File: src/rtl/seg_display_driver.sv
// seg_display_driver: multiplexes an MM.SS time value onto a 4-digit
// common-anode 7-segment display. Inputs are captured once per scan frame
// so a digit never shows a value that changed partway through the frame.
// The selected digit pair can be blinked while the time is being adjusted.
module seg_display_driver #(
  parameter int unsigned REFRESH_DIV = 100000,
  parameter int unsigned BLINK_DIV   = 25000000
) (
  input  logic       clk,
  input  logic       rst,
  input  logic [2:0] min_high,
  input  logic [3:0] min_low,
  input  logic [2:0] sec_high,
  input  logic [3:0] sec_low,
  input  logic       blink_en,
  input  logic       blink_sel,
  output logic [3:0] an,
  output logic [6:0] seg,
  output logic       dp
);

  localparam int unsigned RW = (REFRESH_DIV > 1) ? $clog2(REFRESH_DIV) : 1;
  localparam int unsigned BW = (BLINK_DIV > 1) ? $clog2(BLINK_DIV) : 1;
  localparam logic [RW-1:0] RC_LAST = RW'(REFRESH_DIV - 1);
  localparam logic [BW-1:0] BC_LAST = BW'(BLINK_DIV - 1);

  logic [RW-1:0] rc;
  logic [1:0]    idx;
  logic [BW-1:0] bc;
  logic          blink_phase;
  logic          tick;

  logic [2:0] snap_min_high;
  logic [3:0] snap_min_low;
  logic [2:0] snap_sec_high;
  logic [3:0] snap_sec_low;
  logic       snap_blink_en;
  logic       snap_blink_sel;

  logic [3:0] digit;
  logic       digit_is_high;
  logic       blank;
  logic [6:0] seg_dec;
  logic [3:0] an_next;
  logic [6:0] seg_next;
  logic       dp_next;

  assign tick = (rc == RC_LAST);

  // Refresh counter and digit slot index; snapshot loads on the last cycle of slot 3
  always_ff @(posedge clk) begin
    if (rst) begin
      rc             <= '0;
      idx            <= '0;
      snap_min_high  <= '0;
      snap_min_low   <= '0;
      snap_sec_high  <= '0;
      snap_sec_low   <= '0;
      snap_blink_en  <= 1'b0;
      snap_blink_sel <= 1'b0;
    end else begin
      if (tick) begin
        rc  <= '0;
        idx <= idx + 2'd1;
        if (idx == 2'd3) begin
          snap_min_high  <= min_high;
          snap_min_low   <= min_low;
          snap_sec_high  <= sec_high;
          snap_sec_low   <= sec_low;
          snap_blink_en  <= blink_en;
          snap_blink_sel <= blink_sel;
        end
      end else begin
        rc <= rc + RW'(1);
      end
    end
  end

  // Free-running blink timebase, independent of blink_en
  always_ff @(posedge clk) begin
    if (rst) begin
      bc          <= '0;
      blink_phase <= 1'b0;
    end else if (bc == BC_LAST) begin
      bc          <= '0;
      blink_phase <= ~blink_phase;
    end else begin
      bc <= bc + BW'(1);
    end
  end

  // Select the current digit, decode it and apply blanking
  always_comb begin
    digit         = '0;
    digit_is_high = 1'b0;
    seg_dec       = 7'h3F;
    case (idx)
      2'd0: digit = snap_sec_low;
      2'd1: begin
        digit         = {1'b0, snap_sec_high};
        digit_is_high = 1'b1;
      end
      2'd2: digit = snap_min_low;
      default: begin
        digit         = {1'b0, snap_min_high};
        digit_is_high = 1'b1;
      end
    endcase

    if (!(digit_is_high && digit > 4'd5)) begin
      case (digit)
        4'd0: seg_dec = 7'h40;
        4'd1: seg_dec = 7'h79;
        4'd2: seg_dec = 7'h24;
        4'd3: seg_dec = 7'h30;
        4'd4: seg_dec = 7'h19;
        4'd5: seg_dec = 7'h12;
        4'd6: seg_dec = 7'h02;
        4'd7: seg_dec = 7'h78;
        4'd8: seg_dec = 7'h00;
        4'd9: seg_dec = 7'h10;
        default: seg_dec = 7'h3F;
      endcase
    end

    // Minutes live in slots 3,2 (idx[1]=1); seconds in slots 1,0
    blank = snap_blink_en && blink_phase && (idx[1] == ~snap_blink_sel);

    an_next  = blank ? 4'b1111 : ~(4'b0001 << idx);
    seg_next = blank ? 7'h7F : seg_dec;
    dp_next  = !((idx == 2'd2) && !blank);
  end

  // Registered display outputs
  always_ff @(posedge clk) begin
    if (rst) begin
      an  <= 4'b1111;
      seg <= 7'h7F;
      dp  <= 1'b1;
    end else begin
      an  <= an_next;
      seg <= seg_next;
      dp  <= dp_next;
    end
  end

endmodule

File: config.mk
export PLATFORM = sky130hd
export DESIGN_NAME = seg_display_driver
export DESIGN_NICKNAME = d
export VERILOG_FILES = /design/src/rtl/seg_display_driver.sv
export SDC_FILE = /design/constraint.sdc
export NUM_CORES = 1
export LEC_CHECK = 0
export CORE_MARGIN = 2
export CORE_UTILIZATION = 30
export DETAILED_ROUTE_END_ITERATION = 16
export PLACE_DENSITY = 0.52
export SYNTH_ARGS = -nofsm -noshare
export SYNTH_HDL_FRONTEND = slang
export SYNTH_SLANG_ARGS = --single-unit
File: constraint.sdc
create_clock -name clk -period 6.6 [get_ports clk]
set_input_delay 0.99 -clock clk [delete_from_list [all_inputs] [get_ports clk]]
set_output_delay 0.99 -clock clk [all_outputs]
set_load 0.01 [all_outputs]
-- Word level (Yosys, flattened, before mapping)
Memories as Yosys holds them, arrays and structs flattened.
Index checks and enable logic that the tools add are counted.
- add/sub/neg operators: 3
- order comparisons: 1
- equality and inequality tests: 6
- shift operators: 1
- mux-type cells: 3
- bitwise logic cells: 3
- reduce and logical (&&, ||, !) cells: 13
- operators by type and width (operator ; number):
    25-bit by 1-bit adder with 25-bit output (second input constant) ; 1
    25-bit equality test (second input constant) ; 1
    17-bit by 1-bit adder with 17-bit output (second input constant) ; 1
    17-bit equality test (second input constant) ; 1
    4-bit one-hot mux with 3 select lines ; 1
    2-bit OR reduction ; 4
    7-bit two-way mux ; 1
    2-bit equality test (second input constant) ; 2
    4-bit by 3-bit greater-than comparator with 1-bit output (second input constant) ; 1
    1-bit logical AND ; 4
    4-bit inverter ; 1
    1-bit by 2-bit left shift with 4-bit output (first input constant) ; 1
    3-bit OR reduction ; 1
    2-bit by 1-bit adder with 2-bit output (second input constant) ; 1
    2-bit by 1-bit equality test with 1-bit output (second input constant) ; 1
    1-bit zero test ; 2
    2-bit zero test ; 1
    1-bit inverter ; 2
    2-bit AND reduction ; 1
    1-bit equality test ; 1
    1-bit two-way mux ; 1
- register bits: 73
- ROM bits: 112
- bits of input ports: 18
- output and inout bits: 12
- word-level logic and storage cells: 45
- memories: 1
- memory list (name ; words ; width ; rd ports ; clocked after Yosys merged registers in ; wr ports ; line ; RTL):
    (name not given) ; 16 ; 7 ; 1 ; 0 ; 0 ; 111 ; case (digit)

-- Depth between registers and ports, before layout
- depth in word-level cells: 6
- depth in mapped cells: 10
- depth with buffers taken out: 9

-- Worst setup path after synthesis
Ideal clock, no wire load.
- path type: register to register
- start point: register idx[0]
- end point: register seg[6]
- setup time: 0.150 ns
- arrival time: 1.979 ns
- required time: 6.450 ns
- path slack: 4.471 ns
- cell stages (with the launch flop): 10
- path buffers: 0
- period minus slack after synthesis: 2.129 ns
- cell sequence: dfxtp_1 inv_1 ha_1 a222oi_1 a21oi_1 inv_1 ha_1 nor4_1 nand2b_1 o311ai_1
- word-level cells in the longest chain between the ends: 5
- elaborated cells on any way between the ends: 10
- those cells by class: order compare (1); eq/ne (2); mux (3); reduce/logical (3); memory (1)
- RTL lines (element ; line ; RTL):
    from (decl) ; 28 ; logic [1:0] idx;
    from (signal assigned) ; 64 ; idx <= idx + 2'd1;
    2-bit equality test (tied with other cells) ; 97 ; case (idx)
    4-bit one-hot mux with 3 select lines or 2-bit OR reduction (tied branches) ; - ;
    4-bit by 3-bit greater-than comparator with 1-bit output or 1-bit two-way mux (tied branches) ; 110, 97 ;
    1-bit logical AND ; 110 ; if (!(digit_is_high && digit > 4'd5)) begin
    7-bit two-way mux * ; 110 ;
    to (signal assigned) ; 142 ; seg <= seg_next;
    to (decl) ; 18 ; output logic [6:0] seg,
Mark *: on every way between the ends. The rest lies on a longest branch, timed or not.
A chain may end at the register's enable or synchronous reset.

-- Worst setup path in the final report
Ends and elaborated chain as after synthesis.

==> flow_metrics.env <==
export IMPL_routabilityCongestion=0.803
export IMPL_rsz0062_at_grt="false"
export IMPL_outcome="complete, no violations"
export IMPL_cts_hold_fix_buffers=0
export IMPL_startpoint_type="flop"
export IMPL_cts_setup_buffers=0
export IMPL_critPathLaunch="idx[0]"
export IMPL_final_common_cell="dfxtp_1"
export IMPL_drt_iter0_drc=131
export IMPL_maxCapViolCount=0
export IMPL_synth_distinct_cells=52
export IMPL_p_leak_nw=1.44
export IMPL_cts_resized=0
export IMPL_core_area_sq_um=11400
export IMPL_finalSetupViolations=0
export IMPL_clock_latency_ps=340
export IMPL_finalSetupTns_ps=0
export IMPL_hold_violations=0
export IMPL_n_fill_cell=1164
export IMPL_drc_errors=0
export IMPL_synth_top_cell_area_share=0.419
export IMPL_synth_ff_type="dfxtp_1"
export IMPL_power_frac_clock=0.481
export IMPL_use_met2=0.189
export IMPL_portBuffers=29
export IMPL_drive_above_1_share=0.0735
export IMPL_grt_pass1_vias=2526
export IMPL_nNetsFinal=433
export IMPL_wire_per_inst_microns=13.1
export IMPL_synthTopCellsByArea="dfxtp_1 42%, nand2b_1 6.1%, mux2i_1 4.9%"
export IMPL_yosys_area_top_type="dfxtp_1"
export IMPL_intPower_uw=741
export IMPL_worst_setup_path_end_kind="flop"
export IMPL_power_uw=942
export IMPL_rr_startpoint="idx[0]"
export IMPL_clock_skew_final_ps=5.03
export IMPL_power_frac_comb=0.041
export IMPL_drv_slew=0
export IMPL_routed_wl_microns=7200
export IMPL_h_tree_depth=3
export IMPL_p_sw_uw=201
export IMPL_async_reset_ff_frac=0
export IMPL_cts_buffer_depth=2
export IMPL_post_place_ws_ps=3900
export IMPL_route_vias_total=2665
export IMPL_grt_ovfl_total=0
export IMPL_clkTransAtPathRegs_ps=60
export IMPL_grt_pass1_wl_microns=12200
export IMPL_clock_sinks=73
export IMPL_seqPwrFrac=0.478
export IMPL_tightest_slew_ps=1050
export IMPL_drt_pass1_iter_count=4
export IMPL_start_util=0.307
export IMPL_ant_nets=0
export IMPL_critPathKind="flop to flop"
export IMPL_whs_ps=451
export IMPL_die_w_microns=112
export IMPL_min_period_ps=2510
export IMPL_layout_area_overhead_vs_synth_pct=19.2
export IMPL_use_met3=0.0321
export IMPL_holdCritPathClass="flop to flop"
export IMPL_postSynthAreaPerCell_sq_um=9.25
export IMPL_postSynthCellCount=377
export IMPL_seq_area_frac_synth=0.419
export IMPL_use_met1=0.149
export IMPL_yosysWarnings=0
export IMPL_crit_fanout=7
export IMPL_vdd_drop_max_v=0.000109
export IMPL_top_usage_layer="met2"
export IMPL_p_sw_frac=0.214
export IMPL_cts_tree="built"
export IMPL_synth_edf_count=0
export IMPL_syn_num_nets=407
export IMPL_fin_util=0.366
export IMPL_max_slew_margin_rel=0.300
export IMPL_worstPathArrival_ps=2690
export IMPL_die_height_microns=112
export IMPL_syn_area_sq_um=3490
export IMPL_period_share=0.380
export IMPL_dp_final_hpwl_microns=4930
export IMPL_num_rows=39
export IMPL_io_pins=30
export IMPL_p_per_area_nw_per_um2=227
export IMPL_dieArea_sq_um=12500
export IMPL_cts_root_buf="clkbuf_16"
export IMPL_crit_required_ps=6780
export IMPL_cts_made_buffers=9
export IMPL_vias_per_cell=4.84
export IMPL_diodes=0
export IMPL_setup_ws_ps=4090
export IMPL_antenna_found_initial=0
export IMPL_layout_common_cells="73 x dfxtp_1, 34 x nand2b_1, 32 x nor2_1"
export IMPL_grt_max_degree=42
export IMPL_grt_use_total=0.121
export IMPL_ys_ff_latch=73
export IMPL_min_from="bc[0]"
export IMPL_clock_fmax_mhz=398
state kept, by name, summed over array words and instances, names as in the netlist:
signal	count
snap_min_low	4
snap_sec_high	3
snap_min_high	3
blink_phase	1
snap_blink_en	1
an	4
snap_blink_sel	1
snap_sec_low	4
dp	1
seg	7
idx	2
rc	17
bc	25
metal layers:
metal,up-vias,routed length (microns),part of all wire
li1,1382,-,-
met1,1221,3430,0.48
met2,49,3270,0.45
met3,13,318,0.044
met4,0,178,0.025
met5,-,0,0
cell usage after synthesis (6+ instances only):
| cell type | number |
|---|---|
| mux2i_1 | 17 |
| inv_1 | 15 |
| or3_1 | 10 |
| ha_1 | 12 |
| nand3_1 | 15 |
| nor2_1 | 32 |
| nand2_1 | 15 |
| xor2_1 | 11 |
| nor3_1 | 9 |
| xnor2_1 | 14 |
| buf_2 | 7 |
| nand2b_1 | 34 |
| o21ai_0 | 9 |
| o31ai_1 | 6 |
| a21oi_1 | 19 |
| nand4_1 | 10 |
| dfxtp_1 | 73 |
worst max-delay path, cell delays in order (launching register included):
cell	delay, ps
dfxtp_1	340
inv_1	120
ha_1	320
a222oi_1	160
a21oi_1	390
inv_1	150
ha_1	240
nor4_1	400
nand2b_1	160
o311ai_1	80
path summary, 6_finish.rpt:
kind,slack [ps],depth (start not counted),end
max,4090,9,seg[6]
min reg2reg,450,1,bc[0]
max reg2reg,4090,9,seg[6]
min,450,1,bc[0]
power groups by stage:
stage                     logic (mW)  registers, mW  clock network [mW]
after floorplan               0.0194          0.459                   0
after global placement        0.0390          0.459                   0
after detailed placement      0.0390          0.459                   0
after CTS                     0.0394          0.450               0.468
after global routing          0.0426          0.450               0.483
final                         0.0387          0.450               0.453
per-stage QoR:
stage          instances  cell area (sq um)
4_1_cts              551               4160
2_1_floorplan        377               3490
6_report             551               4160
3_3_place_gp         535               3880
5_1_grt              551               4160
3_5_place_dp         535               3880
logic make-up after synthesis:
kind of cell               share of synthesized area
xor gates and xnor gates                      0.0628
buffers and inverters                         0.0412
and+or+nand+nor                                0.278
adders and majority gates                     0.0430
muxes                                         0.0560
DFF                                            0.419
AOI/OAI and AO/OA                              0.100
cell type report:
| class | instances | area [sq um] | share of cell area |
|---|---|---|---|
| clock buffers | 13 | 260 | 0.0626 |
| clock inverters | 3 | 15.0 | 0.00361 |
| inverters | 16 | 60.1 | 0.0144 |
| multi-input cells | 273 | 1880 | 0.453 |
| flip-flops and latches | 73 | 1460 | 0.352 |
| well taps | 143 | 179 | 0.0430 |
| repair buffers | 30 | 298 | 0.0716 |
Power figures use the tool's default switching activity.
